<file path="src/rtl/jserial_alu_pkg.sv">
// Shared encodings and one-bit gate helpers for the bit-serial ALU.
// The cell and the zero flag are built from the gate helpers below.
package jserial_alu_pkg;

  typedef enum logic [1:0] {
    OP_ADD = 2'b00,
    OP_CMP = 2'b01,
    OP_AND = 2'b10,
    OP_OR  = 2'b11
  } op_t;

  typedef enum logic [1:0] {
    ST_IDLE = 2'b00,
    ST_RUN  = 2'b01,
    ST_DONE = 2'b10
  } state_t;

  function automatic logic jnot(input logic x);
    return ~x;
  endfunction

  function automatic logic jand(input logic x, input logic y);
    return x & y;
  endfunction

  function automatic logic jor(input logic x, input logic y);
    return x | y;
  endfunction

  function automatic logic jxor(input logic x, input logic y);
    return x ^ y;
  endfunction

endpackage

</file>
<file path="src/rtl/jserial_cell.sv">
// Combinational one-bit cell shared by all modes of the serial ALU.
module jserial_cell
  import jserial_alu_pkg::*;
(
  input  logic a,
  input  logic b,
  input  logic carry,
  input  logic eq,
  input  logic al,
  input  op_t  op,
  output logic r,
  output logic carry_nx,
  output logic eq_nx,
  output logic al_nx
);

  logic c;

  assign c        = jxor(a, b);
  assign carry_nx = jor(jand(carry, c), jand(a, b));
  assign eq_nx    = jand(eq, jnot(c));
  // A wins at the first differing bit (MSB first) where A holds the 1.
  assign al_nx    = jor(al, jand(eq, jand(a, c)));

  always_comb begin
    r = 1'b0;
    case (op)
      OP_ADD:  r = jxor(c, carry);
      OP_CMP:  r = c;
      OP_AND:  r = jand(a, b);
      OP_OR:   r = jor(a, b);
      default: r = 1'b0;
    endcase
  end

endmodule

</file>
<file path="src/rtl/jserial_alu.sv">
// Bit-serial N-bit ALU: ADD/CMP/AND/OR through one shared cell, with a
// start/busy/done handshake and result registers held until the next start.
module jserial_alu
  import jserial_alu_pkg::*;
#(
  parameter  int N  = 8,
  localparam int CW = $clog2(N)
) (
  input  logic         wclk,
  input  logic         wrst,
  input  logic         wstart,
  input  logic [1:0]   bop,
  input  logic [N-1:0] bas,
  input  logic [N-1:0] bbs,
  input  logic         wci,
  output logic         wbusy,
  output logic         wdone,
  output logic [N-1:0] bos,
  output logic         wco,
  output logic         weq,
  output logic         wal,
  output logic         wz
);

  state_t        state;
  op_t           op_q;
  logic [N-1:0]  a_sh, b_sh, r_sh, r_nx;
  logic [CW-1:0] cnt;
  logic          carry, eq, al, armed;
  logic          msb_first, a_bit, b_bit;
  logic          r_bit, carry_nx, eq_nx, al_nx;

  assign msb_first = (op_q == OP_CMP);
  assign a_bit     = msb_first ? a_sh[N-1] : a_sh[0];
  assign b_bit     = msb_first ? b_sh[N-1] : b_sh[0];
  assign wz        = jnot(|bos);

  jserial_cell u_cell (
    .a        (a_bit),
    .b        (b_bit),
    .carry    (carry),
    .eq       (eq),
    .al       (al),
    .op       (op_q),
    .r        (r_bit),
    .carry_nx (carry_nx),
    .eq_nx    (eq_nx),
    .al_nx    (al_nx)
  );

  always_comb begin
    r_nx = r_sh;
    if (msb_first) r_nx = {r_sh[N-2:0], r_bit};
    else           r_nx = {r_bit, r_sh[N-1:1]};
  end

  // The first RUN cycle only arms the datapath, so done lands N+1 edges after accept.
  always_ff @(posedge wclk) begin
    if (wrst) begin
      state <= ST_IDLE;
      op_q  <= OP_ADD;
      a_sh  <= '0;
      b_sh  <= '0;
      r_sh  <= '0;
      cnt   <= '0;
      carry <= 1'b0;
      eq    <= 1'b0;
      al    <= 1'b0;
      armed <= 1'b0;
      wbusy <= 1'b0;
      wdone <= 1'b0;
      bos   <= '0;
      wco   <= 1'b0;
      weq   <= 1'b0;
      wal   <= 1'b0;
    end else begin
      case (state)
        ST_IDLE, ST_DONE: begin
          wdone <= 1'b0;
          if (wstart) begin
            a_sh  <= bas;
            b_sh  <= bbs;
            op_q  <= op_t'(bop);
            carry <= wci;
            eq    <= 1'b1;
            al    <= 1'b0;
            cnt   <= '0;
            armed <= 1'b0;
            wbusy <= 1'b1;
            state <= ST_RUN;
          end else begin
            state <= ST_IDLE;
          end
        end
        ST_RUN: begin
          if (!armed) begin
            armed <= 1'b1;
          end else begin
            if (msb_first) begin
              a_sh <= {a_sh[N-2:0], 1'b0};
              b_sh <= {b_sh[N-2:0], 1'b0};
            end else begin
              a_sh <= {1'b0, a_sh[N-1:1]};
              b_sh <= {1'b0, b_sh[N-1:1]};
            end
            r_sh  <= r_nx;
            carry <= carry_nx;
            eq    <= eq_nx;
            al    <= al_nx;
            cnt   <= cnt + 1'b1;
            if (cnt == CW'(N - 1)) begin
              state <= ST_DONE;
              wbusy <= 1'b0;
              wdone <= 1'b1;
              bos   <= r_nx;
              wco   <= (op_q == OP_ADD) & carry_nx;
              weq   <= (op_q == OP_CMP) & eq_nx;
              wal   <= (op_q == OP_CMP) & al_nx;
            end
          end
        end
        default: state <= ST_IDLE;
      endcase
    end
  end

endmodule

</file>
<file path="config.mk">
export PLATFORM = sky130hd
export DESIGN_NAME = jserial_alu
export DESIGN_NICKNAME = d
export VERILOG_FILES = /design/src/rtl/jserial_alu_pkg.sv /design/src/rtl/jserial_cell.sv /design/src/rtl/jserial_alu.sv
export SDC_FILE = /design/constraint.sdc
export NUM_CORES = 1
export LEC_CHECK = 0
export CAP_MARGIN = 20
export CELL_PAD_IN_SITES_DETAIL_PLACEMENT = 0
export CELL_PAD_IN_SITES_GLOBAL_PLACEMENT = 1
export CORE_MARGIN = 2
export CORE_UTILIZATION = 41
export CTS_CLUSTER_DIAMETER = 100
export DETAILED_ROUTE_END_ITERATION = 16
export PLACE_DENSITY = 0.83
export SLEW_MARGIN = 20
export SYNTH_ARGS = -nofsm -noshare
export SYNTH_HDL_FRONTEND = slang
export SYNTH_SLANG_ARGS = --single-unit
</file>
<file path="constraint.sdc">
create_clock -name wclk -period 3 [get_ports wclk]
set_clock_uncertainty 0.2 [all_clocks]
set_input_delay 0.6 -clock wclk [delete_from_list [all_inputs] [get_ports wclk]]
set_output_delay 0.6 -clock wclk [all_outputs]
set_load 0.005 [all_outputs]
</file>
# Yosys cells after proc, flatten, opt, wreduce, memory -nomap -nowiden
# Cells that the tools add are included.
totals:
  output_inout_bits: 14
  register_bits: 48
classes:
  reduce_logical: 13
  mux: 35
  eq_ne: 9
  add_sub_neg: 1
  bitwise: 15
ops:
  columns: ["operator", "count"]
  rows:
  - ["$mux 8", 7]
  - ["$pmux 8 s2", 2]
  - ["$mux 1", 13]
  - ["$pmux 1 s2", 6]
  - ["$reduce_and 3->1", 3]
  - ["$and 1x1->1", 8]
  - ["$reduce_and 2->1", 4]
  - ["$reduce_or 8->1", 1]
  - ["$eq 2x2->1 const B", 3]
  - ["$mux 3", 2]
  - ["$ne 2x2->1 const B", 3]
  - ["$pmux 3 s2", 1]
  - ["$eq 2x1->1 const B", 2]
  - ["$logic_not 2->1", 2]
  - ["$mux 2", 2]
  - ["$pmux 1 s4", 1]
  - ["$pmux 2 s2", 1]
  - ["$reduce_and 4->1", 1]
  - ["$add 3x1->3 const B", 1]
  - ["$eq 3x3->1 const B", 1]
  - ["$or 1x1->1", 3]
  - ["$not 1->1", 2]
  - ["$reduce_bool 2->1", 1]
  - ["$reduce_or 2->1", 1]
  - ["$xor 1x1->1", 2]

# Depth between registers and ports, before layout
# Gate-level depths: netlist of the first run.
depth:
  ltp_word: 8
  mapped_depth: 8

# Hierarchy
# Synthesis of the first run repeated with hierarchy kept, for this count alone.
hier_totals:
  hier_cells: 270
  hier_area_um2: 2472.4
by_module_without_submodules:
  columns: ["module", "cells_each", "area_per_inst_um2", "seq_area_each_um2", "instances"]
  rows:
  - ["jserial_alu", 260, 2367.3, 960.9, 1]
  - ["jserial_cell", 10, 105.1, 0.0, 1]

# Worst setup path after synthesis of the first run
# No wires, ideal clock.
synth_timing:
  path_kind: "reg-to-reg"
  from: "register op_q[1]"
  to: "register bos[7]"
  setup_time_ps: 86
  path_slack_ps: 501
  period_less_slack_ps: 2499
  t_arrival_ps: 2213
  stages_incl_launch_ff: 7
  required_time_ps: 2714
  n_path_buf: 1
  path_cell_list: "dfxtp_1 -> and2b_1 -> buf_2 -> mux2i_1 -> fa_1 -> mux4_1 -> a211oi_1"
synth_between:
  elab_chain_len: 6
  elab_cells_between_ends: 12
  classes_between: "eq/ne: 3; mux: 4; bitwise: 4; reduce/logical: 1"
synth_lines:
  columns: ["item", "line", "rtl"]
  rows:
  - ["from (decl)", "jserial_alu.sv:26", "op_t op_q;"]
  - ["from (signal assigned)", "jserial_alu.sv:83", "op_q <= op_t'(bop);"]
  - ["$eq 2x1->1", "jserial_cell.sv:27, jserial_alu.sv:33", null]
  - ["$mux 1, on equally long branches", "jserial_alu.sv:34, jserial_alu.sv:35", null]
  - ["$xor 1x1->1 (2 in series)", "jserial_alu_pkg.sv:31", "return x ^ y;"]
  - ["$pmux 1 s4", "jserial_cell.sv:27", "case (op)"]
  - ["$mux 8 *", "jserial_alu.sv:53", "if (msb_first) r_nx = {r_sh[N-2:0], r_bit};"]
  - ["to (signal assigned)", "jserial_alu.sv:115", "bos <= r_nx;"]
  - ["to (decl)", "jserial_alu.sv:18", "output logic [N-1:0] bos,"]
# Every way passes the cells marked *; elsewhere a longest branch is shown, timed or not.
# A chain may end at the register's enable or synchronous reset.

# Worst setup path after layout of the first run
layout_timing:
  from: "register bos[7]"
  to: "output port wz"
layout_between:
  elab_chain_len: 2
layout_lines:
  columns: ["item", "line", "rtl"]
  rows:
  - ["$reduce_or 8->1", "jserial_alu.sv:36", "assign wz = jnot(|bos);"]
  - ["$not 1->1", "jserial_alu_pkg.sv:19", "return ~x;"]
  - ["to (decl)", "jserial_alu.sv:22", "output logic wz"]
# Every way passes these cells.

==> impl_metrics.py, run 1 <==
metrics = {
    "status": {
        "run_status": "finished clean",
    },
    "critical_path": {
        "worstReg2RegEnd": "r_sh[7]",
        "critPathRequiredTime_ns": 2.20,
        "critical_path.slowest_cell": "sky130_fd_sc_hd__or4_1",
        "critPathBufInv": 1,
        "worstSetupEndpointType": "output port",
        "path_delay_family": "simple AND/OR/NAND/NOR gates",
        "worstPathArrival_ns": 1.76,
        "path_class": "register to output port",
        "worstPathMaxFanout": 3,
        "crit_path_max_incr_delay_ns": 0.53,
        "startpoint_type": "register",
        "critical_path_depth": 3,
        "worst-r2r-cell-count": 5,
        "r2r_setup_slack_ns": 0.46,
        "worst_r2r_startpoint": "op_q[1]",
        "cell_chain_of_the_critical_path": "or4_1 > nor2_1 > clkdlybuf4s50_1",
    },
    "drt": {
        "drt-total-wl_um": 5570,
        "detailroute.wirelength.met2_um": 2470,
        "route.layer.met1.wl_um": 2790,
        "routed.top_layer": "met4",
        "routed-via-count": 2079,
        "drtAntennaViolNets": 0,
        "drc_errors": 0,
        "avgRoutedWirePerCell_um": 15.2,
        "drt_first_iter_violations": 79,
        "wire_length_on_met3_um": 207,
        "vias_per_cell": 5.68,
        "drtPass1Iterations": 4,
    },
    "timing": {
        "worst_max_slew_margin_expressed_relative_to_the_limit_pct": 43.5,
        "totalNegativeSetupSlack_ns": 0,
        "timing.final.crit_period_ns": 2.56,
        "finalSetupViolations": 0,
        "finalHoldViolCount": 0,
        "timing.final.crit_share_pct": 85.5,
        "timing_max_transition_violations_final": 0,
        "maxClockFrequency_mhz": 390,
        "grt_setup_unrepaired": "no",
        "worstMarginPinSlew_ns": 0.848,
    },
    "die": {
        "initial_utilization_pct": 42.0,
        "chipWidth_um": 81.5,
        "num_io_pins": 36,
        "floorplan.die.height_um": 81.5,
        "placementRows": 28,
        "design.core.area_sq_um": 5850,
        "fp.dieArea_sq_um": 6630,
    },
    "synth": {
        "muxShareOfSynthArea_pct": 4.32,
        "synth_xor_area_share_pct": 0,
        "post-synth-top-count-cell": "sky130_fd_sc_hd__dfxtp_1",
        "synth_seq_cells": 48,
        "cell_taking_the_most_area_after_synthesis": "sky130_fd_sc_hd__dfxtp_1",
        "synth_enable_flop_cells": 0,
        "synth_top_family_by_area": "simple AND/OR/NAND/NOR gates",
        "syn-cell-area_sq_um": 2460,
        "synth.yosys.seq_area_share_pct": 39.1,
        "postSynthAreaPerCell_sq_um": 9.21,
        "async_set_or_reset_flop_fraction_in_the_synthesized_netlist_pct": 0,
        "synth.area.top_cells": "sky130_fd_sc_hd__dfxtp_1, sky130_fd_sc_hd__a211oi_1, sky130_fd_sc_hd__nor2_1",
        "synth_top_cell_area_share_pct": 39.1,
        "synth_top_cells_by_count": "sky130_fd_sc_hd__dfxtp_1, sky130_fd_sc_hd__nor2_1, sky130_fd_sc_hd__a211oi_1",
        "synth_cells": 267,
        "ys_types": 36,
        "synthesized_netlist_net_count": 295,
        "yosysWarningCount": 0,
        "synth_compound_area_share_pct": 19.8,
        "yosys_most_used_dff": "sky130_fd_sc_hd__dfxtp_1",
        "synth_simple_gate_area_share_pct": 25.1,
        "yosys.area_share.adder_pct": 3.36,
    },
    "min_path": {
        "timing.hold.worst_path_depth": 2,
        "worst_hold_path_type": "register to register",
        "hold-path-endpoint": "wco",
        "hold_start": "wco",
    },
    "cts": {
        "clkTransAtPathRegs_ns": 0.08,
        "clock_sink_count": 48,
        "h_tree_depth": 2,
        "cts_made_buffers": 5,
        "cts_tree": "done",
        "post_cts_resized": 0,
        "insertion_delay_ns": 0.30,
        "largest_buffer_count_on_any_clock_path": 2,
        "post_cts_buffers": 0,
        "ctsHoldBuffers": 0,
        "clock-root-buffer": "sky130_fd_sc_hd__clkbuf_8",
    },
    "layout": {
        "design_area_sq_um": 2890,
        "multi_input_area_sq_um": 1290,
        "register_area_sq_um": 961,
        "nFillCells": 576,
        "drive_gt1_share_pct": 7.56,
        "antenna_cells_inserted": 0,
        "num-nets-final": 319,
        "synthToLayoutAreaGrowth_pct": 17.3,
    },
    "pwr": {
        "power_mw": 1.32,
        "power.ir.vdd_worst_mv": 0.228,
        "power_leakage_nw": 1.11,
        "power_per_standard_cell_area_nw_per_um2": 456,
    },
    "global_route": {
        "grt_usage_pct": 17.8,
        "grt_first_pass_wirelength_um": 9230,
        "vias_in_the_first_global_route": 1927,
        "pin_count_of_the_biggest_net_entering_global_routing": 49,
        "antenna_violations_before_repair": 0,
        "grt_remaining_overflow": 0,
    },
    "placement": {
        "detailed_place_hpwl_um": 3720,
        "globalplace.congestion": 0.736,
        "detailed_place.area_sq_um": 2790,
        "io_buffer_count": 35,
    },
    "run": {
        "maxCapViolCount": 0,
    },
}
[metal layers]
layer	up-vias	GRT usage (%)
met5	-	0
met4	0	6.27
met3	8	3.41
met2	38	27.4
met1	988	24.8
li1	1045	-
[layout make-up]
cell class	count	area share (%)
clock buffer	7	3.34
inverter	6	0.780
multi-input combinational	185	44.8
sequential	48	33.3
tap	75	3.25
timing repair buffer	45	14.6
[worst min-delay path: stages (launching register included)]
cell                      delay [ns]
sky130_fd_sc_hd__dfxtp_1        0.32
sky130_fd_sc_hd__nand2_1        0.05
sky130_fd_sc_hd__a21oi_1        0.05
[state kept, by name (all words and copies together) (netlist names)]
register	count
a_sh	8
al	1
armed	1
b_sh	8
bos	8
carry	1
cnt	3
eq	1
op_q	2
r_sh	8
state	2
wal	1
wbusy	1
wco	1
wdone	1
weq	1
[per-stage QoR]
step	std cells	setup WS, ns	hold slack (ns)	utilization [%]
6_report	366	0.436	0.255	49.3
5_1_grt	366	0.333	0.275	49.3
4_1_cts	366	0.423	0.259	49.3
3_5_place_dp	359	0.498	0.247	47.7
2_1_floorplan	267	0.501	0.236	-
3_3_place_gp	359	0.589	0.244	47.7
[cell usage in the layout, fill, tap and decap left out, types with 5 or more instances in the layout]
cell	count
sky130_fd_sc_hd__nand4b_1	12
sky130_fd_sc_hd__o41ai_1	9
sky130_fd_sc_hd__a211oi_1	27
sky130_fd_sc_hd__nor2_1	31
sky130_fd_sc_hd__clkbuf_8	7
sky130_fd_sc_hd__nand2_1	16
sky130_fd_sc_hd__nand2b_1	5
sky130_fd_sc_hd__ha_1	5
sky130_fd_sc_hd__mux2i_1	8
sky130_fd_sc_hd__clkdlybuf4s50_1	34
sky130_fd_sc_hd__dfxtp_1	48
sky130_fd_sc_hd__a21oi_1	16
sky130_fd_sc_hd__buf_4	10
sky130_fd_sc_hd__and3b_1	13
sky130_fd_sc_hd__nand3_1	9
sky130_fd_sc_hd__inv_1	6
[cells by family after synthesis]
| kind of cell | after synthesis |
|---|---|
| AO/OA/AOI/OAI | 65 |
| adder cells (fa/ha/maj) | 6 |
| buffers and inverters | 34 |
| flip-flops | 48 |
| multiplexers | 9 |
| AND/OR/NAND/NOR | 105 |
[power by group]
| group | internal [mW] | switching, mW |
|---|---|---|
| Sequential | 0.669 | 0.0304 |
| Combinational | 0.0943 | 0.109 |
| Clock | 0.206 | 0.208 |
[worst max path at each step]
stage                    to     from  slack (ns)
floorplan            bos[7]  op_q[1]        0.50
global placement     bos[7]  op_q[1]        0.59
detailed placement  r_sh[7]  op_q[1]        0.50
CTS                      wz   bos[7]        0.42
global route         bos[7]  op_q[1]        0.33
finish                   wz   bos[7]        0.44
Power figures use the tool's default switching activity.
==> run 2: changes to the inputs <==
--- a/config.mk
+++ b/config.mk
@@ -6,13 +6,11 @@
 export NUM_CORES = 1
 export LEC_CHECK = 0
 export CAP_MARGIN = 20
-export CELL_PAD_IN_SITES_DETAIL_PLACEMENT = 0
-export CELL_PAD_IN_SITES_GLOBAL_PLACEMENT = 1
 export CORE_MARGIN = 2
-export CORE_UTILIZATION = 41
+export CORE_UTILIZATION = 44
 export CTS_CLUSTER_DIAMETER = 100
 export DETAILED_ROUTE_END_ITERATION = 16
-export PLACE_DENSITY = 0.83
+export PLACE_DENSITY = 0.71
 export SLEW_MARGIN = 20
 export SYNTH_ARGS = -nofsm -noshare
 export SYNTH_HDL_FRONTEND = slang
==> run 2 against run 1 <==
Effect of this change:
- critical path depth did not move
- critical path type unchanged
- combinational power is essentially flat
- wire length is 1.1% higher
- highest routed layer unchanged
- register-to-register slack better by 0.04 ns
==> impl_metrics.py, run 2 (synthesized netlist as in run 1, its figures left out) <==
metrics = {
    "status": {
        "run_status": "finished clean",
    },
    "cts": {
        "h_tree_depth": 2,
        "post_cts_resized": 0,
        "ctsHoldBuffers": 0,
        "post_cts_buffers": 0,
        "clock_sink_count": 48,
        "cts_made_buffers": 5,
        "clkTransAtPathRegs_ns": 0.09,
        "cts_tree": "done",
        "insertion_delay_ns": 0.30,
        "largest_buffer_count_on_any_clock_path": 2,
        "clock-root-buffer": "sky130_fd_sc_hd__clkbuf_8",
    },
    "pwr": {
        "power_frac_comb_pct": 14.6,
        "power.ir.vdd_worst_mv": 0.248,
        "power_per_standard_cell_area_nw_per_um2": 476,
        "internal_power_mw": 1.01,
        "share_seq_of_total_power_pct": 50.7,
        "power_mw": 1.38,
        "power_leakage_nw": 1.11,
        "clock_power_share_pct": 34.7,
        "netSwitchingPower_mw": 0.365,
        "power.switching_fraction_pct": 26.5,
    },
    "layout": {
        "most_common_library_cell_in_the_layout_ignoring_fill_and_taps": "sky130_fd_sc_hd__dfxtp_1",
        "final_util_pct": 53.2,
        "most_frequent_cells_in_the_layout": "sky130_fd_sc_hd__dfxtp_1, sky130_fd_sc_hd__clkdlybuf4s50_1, sky130_fd_sc_hd__nor2_1, sky130_fd_sc_hd__a211oi_1",
        "stdcell_count": 363,
        "num-nets-final": 318,
        "antenna_cells_inserted": 0,
        "synthToLayoutAreaGrowth_pct": 17.7,
        "drive_gt1_share_pct": 7.56,
    },
    "timing": {
        "timing_max_transition_violations_final": 0,
        "maxClockFrequency_mhz": 391,
        "grt_setup_unrepaired": "no",
        "worst_max_slew_margin_expressed_relative_to_the_limit_pct": 42.7,
        "finalSetupViolations": 0,
        "totalNegativeSetupSlack_ns": 0,
        "timing.final.crit_share_pct": 85.3,
        "worstMarginPinSlew_ns": 0.860,
        "timing.final.crit_period_ns": 2.56,
        "finalHoldViolCount": 0,
    },
    "critical_path": {
        "critPathRequiredTime_ns": 2.20,
        "critPathBufInv": 1,
        "crit_path_max_incr_delay_ns": 0.51,
        "startpoint_type": "register",
        "r2r_setup_slack_ns": 0.50,
        "worstSetupEndpointType": "output port",
        "worstReg2RegEnd": "bos[7]",
        "critical_path.slowest_cell": "sky130_fd_sc_hd__or4_1",
        "path_delay_family": "simple AND/OR/NAND/NOR gates",
        "worstPathArrival_ns": 1.76,
        "worst_r2r_startpoint": "op_q[1]",
        "worst-r2r-cell-count": 5,
        "path_class": "register to output port",
        "cell_chain_of_the_critical_path": "or4_1 > nor2_1 > clkdlybuf4s50_1",
        "worstPathMaxFanout": 3,
    },
    "global_route": {
        "grt_first_pass_wirelength_um": 9810,
        "grt_usage_pct": 19.7,
        "vias_in_the_first_global_route": 2100,
        "grt_remaining_overflow": 0,
        "antenna_violations_before_repair": 0,
        "pin_count_of_the_biggest_net_entering_global_routing": 49,
    },
    "min_path": {
        "hold_start": "weq",
        "worst_hold_path_type": "register to register",
        "hold-path-endpoint": "weq",
        "timing.hold.worst_path_depth": 2,
    },
    "die": {
        "design.core.area_sq_um": 5440,
        "initial_utilization_pct": 45.2,
        "chipWidth_um": 78.8,
        "num_io_pins": 36,
        "floorplan.die.height_um": 78.8,
        "fp.dieArea_sq_um": 6200,
        "placementRows": 27,
    },
    "drt": {
        "drc_errors": 0,
        "drtAntennaViolNets": 0,
        "vias_per_cell": 5.72,
        "avgRoutedWirePerCell_um": 15.5,
        "routed-via-count": 2078,
        "drt-total-wl_um": 5630,
        "drtPass1Iterations": 4,
        "drt_first_iter_violations": 104,
    },
    "placement": {
        "detailed_place_hpwl_um": 3690,
        "io_buffer_count": 35,
        "globalplace.congestion": 0.768,
        "dp.cells": 355,
    },
    "run": {
        "maxCapViolCount": 0,
    },
}
run 2: worst max path at each step:
stage	startpoint	to	slack, ns	cells past startpoint
2_1_floorplan	op_q[1]	bos[7]	0.50	6
3_3_place_gp	op_q[1]	r_sh[7]	0.64	5
3_5_place_dp	op_q[1]	bos[7]	0.55	5
4_1_cts	bos[2]	wz	0.43	3
5_1_grt	bos[2]	wz	0.36	3
6_report	bos[2]	wz	0.44	3
run 2: metal layers:
metal / wire length (um) / vias to the layer above / global-route usage, %
li1: - / 1040 / -
met1: 2640 / 984 / 26.3
met2: 2650 / 45 / 32.4
met3: 282 / 9 / 3.41
met4: 69 / 0 / 6.32
met5: 0 / - / 0
run 2: layout make-up:
type	instances	area (sq um)
clock buffers	5	68.8
multi-input cells	185	1290
fillers	492	2540
repair buffers	44	413
well taps	72	90.1
flip-flops and latches	48	961
clock inverters	3	47.5
inverters	6	22.5
run 2: metrics by stage:
stage	hold slack, ns	instance area (sq um)	setup slack [ns]
5_1_grt	0.288	2900	0.360
3_3_place_gp	0.246	2780	0.635
2_1_floorplan	0.236	2460	0.501
4_1_cts	0.269	2900	0.426
6_report	0.264	2900	0.442
3_5_place_dp	0.251	2780	0.549
run 2: power by group through the flow:
| stage | Clock (mW) | Sequential, mW | Combinational (mW) |
|---|---|---|---|
| 2_1_floorplan | 0 | 0.701 | 0.156 |
| 3_3_place_gp | 0 | 0.712 | 0.198 |
| 3_5_place_dp | 0 | 0.711 | 0.202 |
| 4_1_cts | 0.491 | 0.698 | 0.203 |
| 5_1_grt | 0.510 | 0.703 | 0.225 |
| 6_report | 0.478 | 0.698 | 0.202 |
run 2: tightest hold or removal path: stages, from the launching register on:
cell and delay [ns]:
sky130_fd_sc_hd__dfxtp_1 0.32, sky130_fd_sc_hd__nand2_1 0.05, sky130_fd_sc_hd__a21oi_1 0.05
==> run 3: changes to the inputs <==
--- a/config.mk
+++ b/config.mk
@@ -5,6 +5,7 @@
 export SDC_FILE = /design/constraint.sdc
 export NUM_CORES = 1
 export LEC_CHECK = 0
+export ABC_CLOCK_PERIOD_IN_PS = 3000
 export CAP_MARGIN = 20
 export CORE_MARGIN = 2
 export CORE_UTILIZATION = 44
==> results of run 3 <==
Final layout, timing and power as in run 2 (identical DEF).
